<file path="src/rtl/pe_pkg.sv">
// Shared definitions for the integer compute-array processing elements.
//   pe_op_t        : 2-bit opcode carried with every operand beat
//   DWIDTH_DOUBLE  : default lane width for 64-bit elements
//   DWIDTH_INT     : default lane width for 32-bit elements
package pe_pkg;

    typedef enum logic [1:0] {
        OP_ADD = 2'd0,
        OP_SUB = 2'd1,
        OP_MUL = 2'd2,
        OP_MAC = 2'd3
    } pe_op_t;

    localparam int unsigned DWIDTH_DOUBLE = 64;
    localparam int unsigned DWIDTH_INT    = 32;

endpackage

</file>
<file path="src/rtl/pe_lane.sv">
// One SIMD lane: stage-1 arithmetic (combinational) plus the lane's MAC accumulator.
//   clk, rst : clock, asynchronous active-low reset
//   en       : beat accepted this cycle (pipeline not stalled)
//   op, last : shared opcode and MAC final-term flag
//   a, b     : lane operands
//   result   : stage-1 result, registered by the top-level delay chain
module pe_lane
    import pe_pkg::*;
#(
    parameter int unsigned DWIDTH     = DWIDTH_DOUBLE,
    parameter int unsigned SIGNED_MUL = 0
) (
    input  logic              clk,
    input  logic              rst,
    input  logic              en,
    input  pe_op_t            op,
    input  logic              last,
    input  logic [DWIDTH-1:0] a,
    input  logic [DWIDTH-1:0] b,
    output logic [DWIDTH-1:0] result
);

    localparam int unsigned HALF     = DWIDTH / 2;
    localparam bit          SIGN_EXT = (SIGNED_MUL != 0);

    logic [DWIDTH-1:0] acc_q, acc_d;
    logic [DWIDTH-1:0] a_ext, b_ext, prod;

    always_comb begin
        // Extending the half-width operands to DWIDTH makes the truncated product exact
        // in both signed and unsigned modes.
        a_ext = {{HALF{SIGN_EXT & a[HALF-1]}}, a[HALF-1:0]};
        b_ext = {{HALF{SIGN_EXT & b[HALF-1]}}, b[HALF-1:0]};
        prod  = a_ext * b_ext;

        result = '0;
        unique case (op)
            OP_ADD: result = a + b;
            OP_SUB: result = a - b;
            OP_MUL: result = prod;
            OP_MAC: result = acc_q + prod;
            default: result = '0;
        endcase

        acc_d = acc_q;
        if (en && (op == OP_MAC)) begin
            acc_d = last ? '0 : result;
        end
    end

    always_ff @(posedge clk or negedge rst) begin
        if (!rst) begin
            acc_q <= '0;
        end else begin
            acc_q <= acc_d;
        end
    end

endmodule

</file>
<file path="src/rtl/pe_typeb.sv">
// SIMD integer ALU processing element with a fixed-latency pipeline.
//   clk, rst            : clock, asynchronous active-low reset
//   in_valid / in_ready : operand beat handshake (in_ready drops only on output stall)
//   in_op, in_last      : shared opcode (ADD/SUB/MUL/MAC) and MAC final-term flag
//   in_a, in_b          : packed operands, lane i at [i*DWIDTH +: DWIDTH]
//   out_valid/out_ready : result beat handshake
//   out_data, out_last  : packed registered results and the beat's last flag
module pe_typeb
    import pe_pkg::*;
#(
    parameter int unsigned DWIDTH     = 64,
    parameter int unsigned LANES      = 1,
    parameter int unsigned LATENCY    = 6,
    parameter int unsigned SIGNED_MUL = 0
) (
    input  logic                    clk,
    input  logic                    rst,
    input  logic                    in_valid,
    output logic                    in_ready,
    input  logic [1:0]              in_op,
    input  logic                    in_last,
    input  logic [LANES*DWIDTH-1:0] in_a,
    input  logic [LANES*DWIDTH-1:0] in_b,
    output logic                    out_valid,
    input  logic                    out_ready,
    output logic [LANES*DWIDTH-1:0] out_data,
    output logic                    out_last
);

    localparam int unsigned W = LANES * DWIDTH;

    logic               stall;
    logic               accept;
    logic [W-1:0]       lane_res;
    logic [LATENCY-1:0] vld_q;
    logic [LATENCY-1:0] last_q;
    logic [W-1:0]       data_q [LATENCY];

    assign stall    = vld_q[LATENCY-1] && !out_ready;
    assign in_ready = !stall;
    // in_ready already excludes stall, so accept is the lane enable.
    assign accept   = in_valid && in_ready;

    for (genvar i = 0; i < LANES; i++) begin : g_lane
        pe_lane #(
            .DWIDTH     (DWIDTH),
            .SIGNED_MUL (SIGNED_MUL)
        ) u_lane (
            .clk    (clk),
            .rst    (rst),
            .en     (accept),
            .op     (pe_op_t'(in_op)),
            .last   (in_last),
            .a      (in_a[i*DWIDTH +: DWIDTH]),
            .b      (in_b[i*DWIDTH +: DWIDTH]),
            .result (lane_res[i*DWIDTH +: DWIDTH])
        );
    end

    // Stage 1 captures the lane results; stages 2..LATENCY are a plain shift chain.
    // Bubbles shift through as zero data so idle outputs stay clean.
    always_ff @(posedge clk or negedge rst) begin
        if (!rst) begin
            vld_q  <= '0;
            last_q <= '0;
            for (int s = 0; s < LATENCY; s++) begin
                data_q[s] <= '0;
            end
        end else if (!stall) begin
            vld_q     <= {vld_q[LATENCY-2:0], accept};
            last_q    <= {last_q[LATENCY-2:0], accept && in_last};
            data_q[0] <= accept ? lane_res : '0;
            for (int s = 1; s < LATENCY; s++) begin
                data_q[s] <= data_q[s-1];
            end
        end
    end

    assign out_valid = vld_q[LATENCY-1];
    assign out_last  = last_q[LATENCY-1];
    assign out_data  = data_q[LATENCY-1];

endmodule
</file>
<file path="config.mk">
export PLATFORM = sky130hd
export DESIGN_NAME = pe_typeb
export DESIGN_NICKNAME = d
export VERILOG_FILES = /design/src/rtl/pe_pkg.sv /design/src/rtl/pe_lane.sv /design/src/rtl/pe_typeb.sv
export SDC_FILE = /design/constraint.sdc
export NUM_CORES = 2
export LEC_CHECK = 0
export ABC_AREA = 1
export BUFFER_PORTS_ARGS = -buffer_cell sky130_fd_sc_hd__buf_4
export CORE_AREA = 2 2 435 308
export CTS_BUF_LIST = sky130_fd_sc_hd__clkbuf_4 sky130_fd_sc_hd__clkbuf_8 sky130_fd_sc_hd__clkbuf_16
export CTS_CLUSTER_DIAMETER = 60
export DETAILED_ROUTE_END_ITERATION = 6
export DIE_AREA = 0 0 437 310
export PLACE_DENSITY = 0.71
export SKIP_CTS_REPAIR_TIMING = 1
export SLEW_MARGIN = 10
export SYNTH_ARGS = -nofsm -noshare
export SYNTH_HDL_FRONTEND = slang
export SYNTH_SLANG_ARGS = --single-unit
</file>
<file path="constraint.sdc">
create_clock -name clk -period 4.2 [get_ports clk]
set_input_delay 0.63 -clock clk [delete_from_list [all_inputs] [get_ports clk]]
set_output_delay 0.63 -clock clk [all_outputs]
set_load 0.01 [all_outputs]
</file>
# Word-level counts from Yosys, hierarchy flattened

Index checks and enable logic that the tools add are counted.

$add $sub $neg: 3
Multiply operators: 1
Eq/ne operators: 3
Mux-type cells: 3
Reduce and logical (&&, ||, !) cells: 7

Operators with widths:

| kind                                                 | number |
|---|---|
| case mux 64 bit (4 select lines)                     | 1 |
| adder 64 bit                                         | 2 |
| two-way mux 64 bit                                   | 2 |
| multiplier 32 x 32 -> 64 bit                         | 1 |
| subtractor 64 bit                                    | 1 |
| equality test 2 bit (second input constant)          | 2 |
| logical AND 1 bit                                    | 4 |
| equality test 2 x 1 -> 1 bit (second input constant) | 1 |
| zero test 1 bit                                      | 2 |
| zero test 2 bit                                      | 1 |

Flip-flop bits (word level): 460
Input bits: 135
Output and inout bits: 67

# Longest topological paths before layout

Word-level depth: 5
Gate-level depth with buffers: 47

# By module

A second synthesis with hierarchy kept.

Cells, all modules: 9139
Area, all modules: 65572.9 um^2

Modules (own cells, without submodules):

| module   | times used | cells each | area each (um^2) |
|---|---|---|---|
| pe_lane  | 1          | 7394       | 49991.7 |
| pe_typeb | 1          | 1745       | 15581.2 |

# Worst setup path after synthesis

No wires, ideal clock.

Kind: input-to-reg
From: input port in_b[10]
To: register g_lane[0].u_lane.acc_q[40]
Data arrival time: 8.178 ns
Path slack: -4.095 ns
Cell stages on the path: 36
Path buffers: 2
Cell sequence: clkbuf_1 -> buf_1 -> nand2_1 -> inv_1 -> fa_1 -> fa_1 -> inv_1 -> fa_1 -> fa_1 -> inv_1 -> fa_1 -> fa_1 -> fa_1 -> fa_1 -> ha_1 -> a21oi_1 -> inv_1 -> a21oi_1 -> nand2_1 -> a21oi_1 -> nand2_2 -> inv_1 -> o21ai_1 -> or2_1 -> and2_1 -> ha_1 -> a21oi_1 -> o21a_1 -> o21ai_0 -> a21oi_1 -> nand3_1 -> or2_2 -> nand3_1 -> nand3_1 -> nand2_1 -> nand2_1

Longest elaborated chain between the ends: 4
Elaborated cells on any way between the ends: 6
Those cells by class: add/sub (3); mul (1); mux (2)

Ends and longest elaborated chain:

| what                               | line           | RTL |
|---|---|---|
| start: declaration                 | pe_typeb.sv:23 | `input logic [LANES*DWIDTH-1:0] in_b,` |
| multiplier 32 x 32 -> 64 bit       | pe_lane.sv:34  | `prod = a_ext * b_ext;` |
| adder 64 bit                       | pe_lane.sv:41  | `OP_MAC: result = acc_q + prod;` |
| case mux 64 bit (4 select lines) * | pe_lane.sv:37  | `unique case (op)` |
| two-way mux 64 bit *               | pe_lane.sv:47  | `acc_d = last ? '0 : result;` |
| end signal: assignment             | pe_lane.sv:53  | `acc_q <= '0;` |
| end signal: assignment             | pe_lane.sv:55  | `acc_q <= acc_d;` |
| end: declaration                   | pe_lane.sv:26  | `logic [DWIDTH-1:0] acc_q, acc_d;` |

Mark *: on every way between the ends. The rest lies on a longest branch, timed or not.
A chain may end at the register's enable or synchronous reset.

# Worst setup path after layout

From: input port in_b[10]
To: register g_lane[0].u_lane.acc_q[51]

Same word-level chain as after synthesis.

==> results.yml <==
logic_synthesis:
  synth_compound_area_frac: 0.07432
  ys_ff_latch: 460
  synthDistinctLibCells: 60
  synth_top_cell_by_area: "fa_1"
  synth_nets: 10414
  yosys-top-cells-area: "fa_1 28%, dfrtp_1 18%, nand2_1 16%, inv_1 12%, ha_1 7.6%"
  synth_top_family_by_area: "adder cells"
  synth_ff_type: "dfrtp_1"
  synth_adder_area_share: 0.3524
  synthXorXnorAreaFrac: 0.01557
  netlist_area_um2: 65150
  synth_simple_gate_area_frac: 0.2363
  async_flop_share: 1.000
  synthMuxAreaShare: 0
  synth_edf_count: 0
  syn_inst: 8983
  synth_top_area_share: 0.2759
  synth_area_per_cell_um2: 7.253
  yosysSeqAreaShare: 0.1767
  yosysWarnings: 0
floorplan:
  rows: 112
  initial_core_util: 0.4946
  coreArea_um2: 131700
  die-area_um2: 135500
  die_y_um: 310
  ios: 202
  fp.dieW_um: 437
finish:
  post-route-util: 0.6471
  synthToLayoutAreaGrowth_pct: 30.83
  nNetsFinal: 11686
  layout-drive-gt1-share: 0.2568
global_route:
  grt_overflow: 0
  grt_first_pass_wirelength_um: 372400
  grt_max_degree: 218
  grt_pass1_vias: 63684
  antenna_found_initial: 7
  grtUsageTotal: 0.3582
sta:
  worst_pin_slew_ns: 1.097
  fin_crit_sh: 1.985
  setup_ws_ns: -4.139
  fmax_ghz: 0.1199
  finalHoldViolCount: 2
  min_period_ns: 8.339
  finClkSkew_ns: 0.04370
  whs_ns: -0.004045
  finalSetupViolCount: 120
  slew_headroom: 0.2675
  rsz0062_at_grt: "true"
  drv_slew: 0
detailed_routing:
  drt_iter0_drc: 6492
  drt_drc_violations_left: 1
  ant_nets: 0
  wl_per_cell_um: 20.54
  viasPerCell: 5.261
  firstDrtPassIters: 7
  vias: 63427
  totalWireLength_um: 247600
run_status:
  violations: "DRC, hold timing, setup timing"
  status: "finished, violations left"
setup_path:
  r2r-start: "g_lane[0].u_lane.acc_q[0]"
  critical-path-max-stage-delay_ns: 0.59
  critPathBufInv: 13
  cpMaxStageDelayCell: "fa_1"
  cp-start-kind: "primary input"
  critPathTopFamily: "adder cells"
  critPathKind: "in -> reg"
  critical_path_arrival_ns: 8.83
  critPathLaunch: "in_b[10]"
  path_max_fanout: 9
  worstPathRequired_ns: 4.69
  crit_path_end_kind: "register"
clock_network:
  tritoncts: "done"
  cts_num_sinks: 460
  path_clk_slew_ns: 0.08
  h-tree-depth: 2
  insertion_delay_ns: 0.60
  cts-buffers-inserted: 41
  clock-root-buffer: "clkbuf_16"
  clock_path_buffers: 3
placed_design:
  place_congestion: 1.073
  port_buffers: 201
  dp_hpwl_um: 203500
job:
  cap_violations: 0
min_path:
  min_path_type: "in -> async"
## routing by layer
layer / GRT usage / vias up / part of all wire
met2: 0.5278 / 3114 / 0.42
met5: 0 / - / 0.00042
met1: 0.5329 / 30706 / 0.44
li1: - / 29132 / -
met3: 0.08254 / 473 / 0.11
met4: 0.08340 / 2 / 0.031
## layout make-up
class / count / area [um^2]
diodes: 3 / 7.507
inverters: 2017 / 7599
repair buffers: 1638 / 13720
clock buffers: 51 / 1145
multi-input cells: 6097 / 48730
fillers: 11231 / 46490
clock inverters: 23 / 317.8
flip-flops and latches: 460 / 11510
well taps: 1767 / 2211
## cell usage after synthesis, types with 7 or more instances
| cell type | number |
|---|---|
| a21boi_0 | 8 |
| a21o_1 | 22 |
| a21oi_1 | 320 |
| and2_1 | 25 |
| buf_1 | 27 |
| buf_2 | 20 |
| buf_4 | 67 |
| clkbuf_1 | 289 |
| dfrtp_1 | 460 |
| fa_1 | 898 |
| ha_1 | 398 |
| inv_1 | 2001 |
| inv_2 | 14 |
| nand2_1 | 2782 |
| nand2_2 | 15 |
| nand3_1 | 288 |
| nand3b_1 | 34 |
| nand4_1 | 29 |
| nor2_1 | 506 |
| nor2_2 | 19 |
| nor2_4 | 11 |
| nor3_1 | 50 |
| nor3_2 | 7 |
| nor4_1 | 15 |
| o211ai_1 | 15 |
| o21a_1 | 13 |
| o21ai_0 | 379 |
| o21ai_1 | 25 |
| o21ai_2 | 8 |
| o21bai_1 | 42 |
| o221ai_1 | 14 |
| xnor2_1 | 34 |
| xor2_1 | 80 |
## cells by family (layout without fill, tap and decap cells)
| kind of cell | after synthesis | in the layout |
|---|---|---|
| compound gates | 877 | 877 |
| buf+inv | 2426 | 3729 |
| flops | 460 | 460 |
| other cells | 0 | 3 |
| fa+ha+maj | 1296 | 1296 |
| simple gates | 3809 | 3809 |
| xor+xnor | 115 | 115 |
## sequential cells by signal, summed over array words and instances, names as in the netlist
signal               flops
out_data                64
vld_q                    6
data_q                 320
g_lane.u_lane.acc_q     64
last_q                   6
## worst register-to-register path: cells and delay by family, from the launching register on
kind | cells | cell delay, ns
and+or+nand+nor | 13 | 1.61
adders and majority gates | 2 | 0.62
DFF | 1 | 0.36
buffers and inverters | 2 | 0.20
AOI/OAI and AO/OA | 1 | 0.06
## path summary, 6_finish.rpt
check,endpoint,slack (ns),depth (start not counted)
worst max-delay path,g_lane[0].u_lane.acc_q[51],-4.14,46
worst min-delay path,out_data[14],-0.004,1
worst max register to register,data_q[358],1.22,18
worst min register to register,out_data[56],0.45,2
max in group asynchronous,data_q[120],3.00,2
min in group clk,last_q[0],0.43,3
## cells in the final DEF, fill, tap and decap left out, types with 47 or more instances in the layout
| master | synthesis | final |
|---|---|---|
| xor2_1 | 80 | 69 |
| a21oi_1 | 320 | 216 |
| nor2_1 | 506 | 348 |
| nor2_2 | 19 | 105 |
| o21ai_1 | 25 | 101 |
| buf_12 | 0 | 61 |
| nand2_2 | 15 | 119 |
| o21ai_0 | 379 | 262 |
| buf_6 | 6 | 58 |
| nor2_4 | 11 | 83 |
| nand3_2 | 6 | 64 |
| nand2_1 | 2782 | 2642 |
| dfrtp_1 | 460 | 460 |
| ha_1 | 398 | 300 |
| a21oi_2 | 6 | 77 |
| clkbuf_16 | 0 | 47 |
| inv_1 | 2001 | 1913 |
| inv_2 | 14 | 95 |
| fa_1 | 898 | 858 |
| nand3_1 | 288 | 217 |
| buf_4 | 67 | 1478 |
| ha_4 | 0 | 94 |
## stage by stage
step	setup WS [ns]	setup TNS, ns	cell area [um^2]	hold slack (ns)	cells
final	-4.139	-430.36	85240	-0.004045	12056
after CTS	-4.880	-469.95	80770	0.02185	11991
after floorplan	-3.650	-362.81	67080	0.3344	8983
after detailed placement	-5.464	-540.30	79310	0.4535	11917
after global routing	-4.416	-461.44	85240	0.03075	12056
after global placement	-5.414	-535.15	79310	0.4505	11917
Power is not shown: default switching activity piles up to over one toggle a cycle in this logic, so the estimate is an artifact.
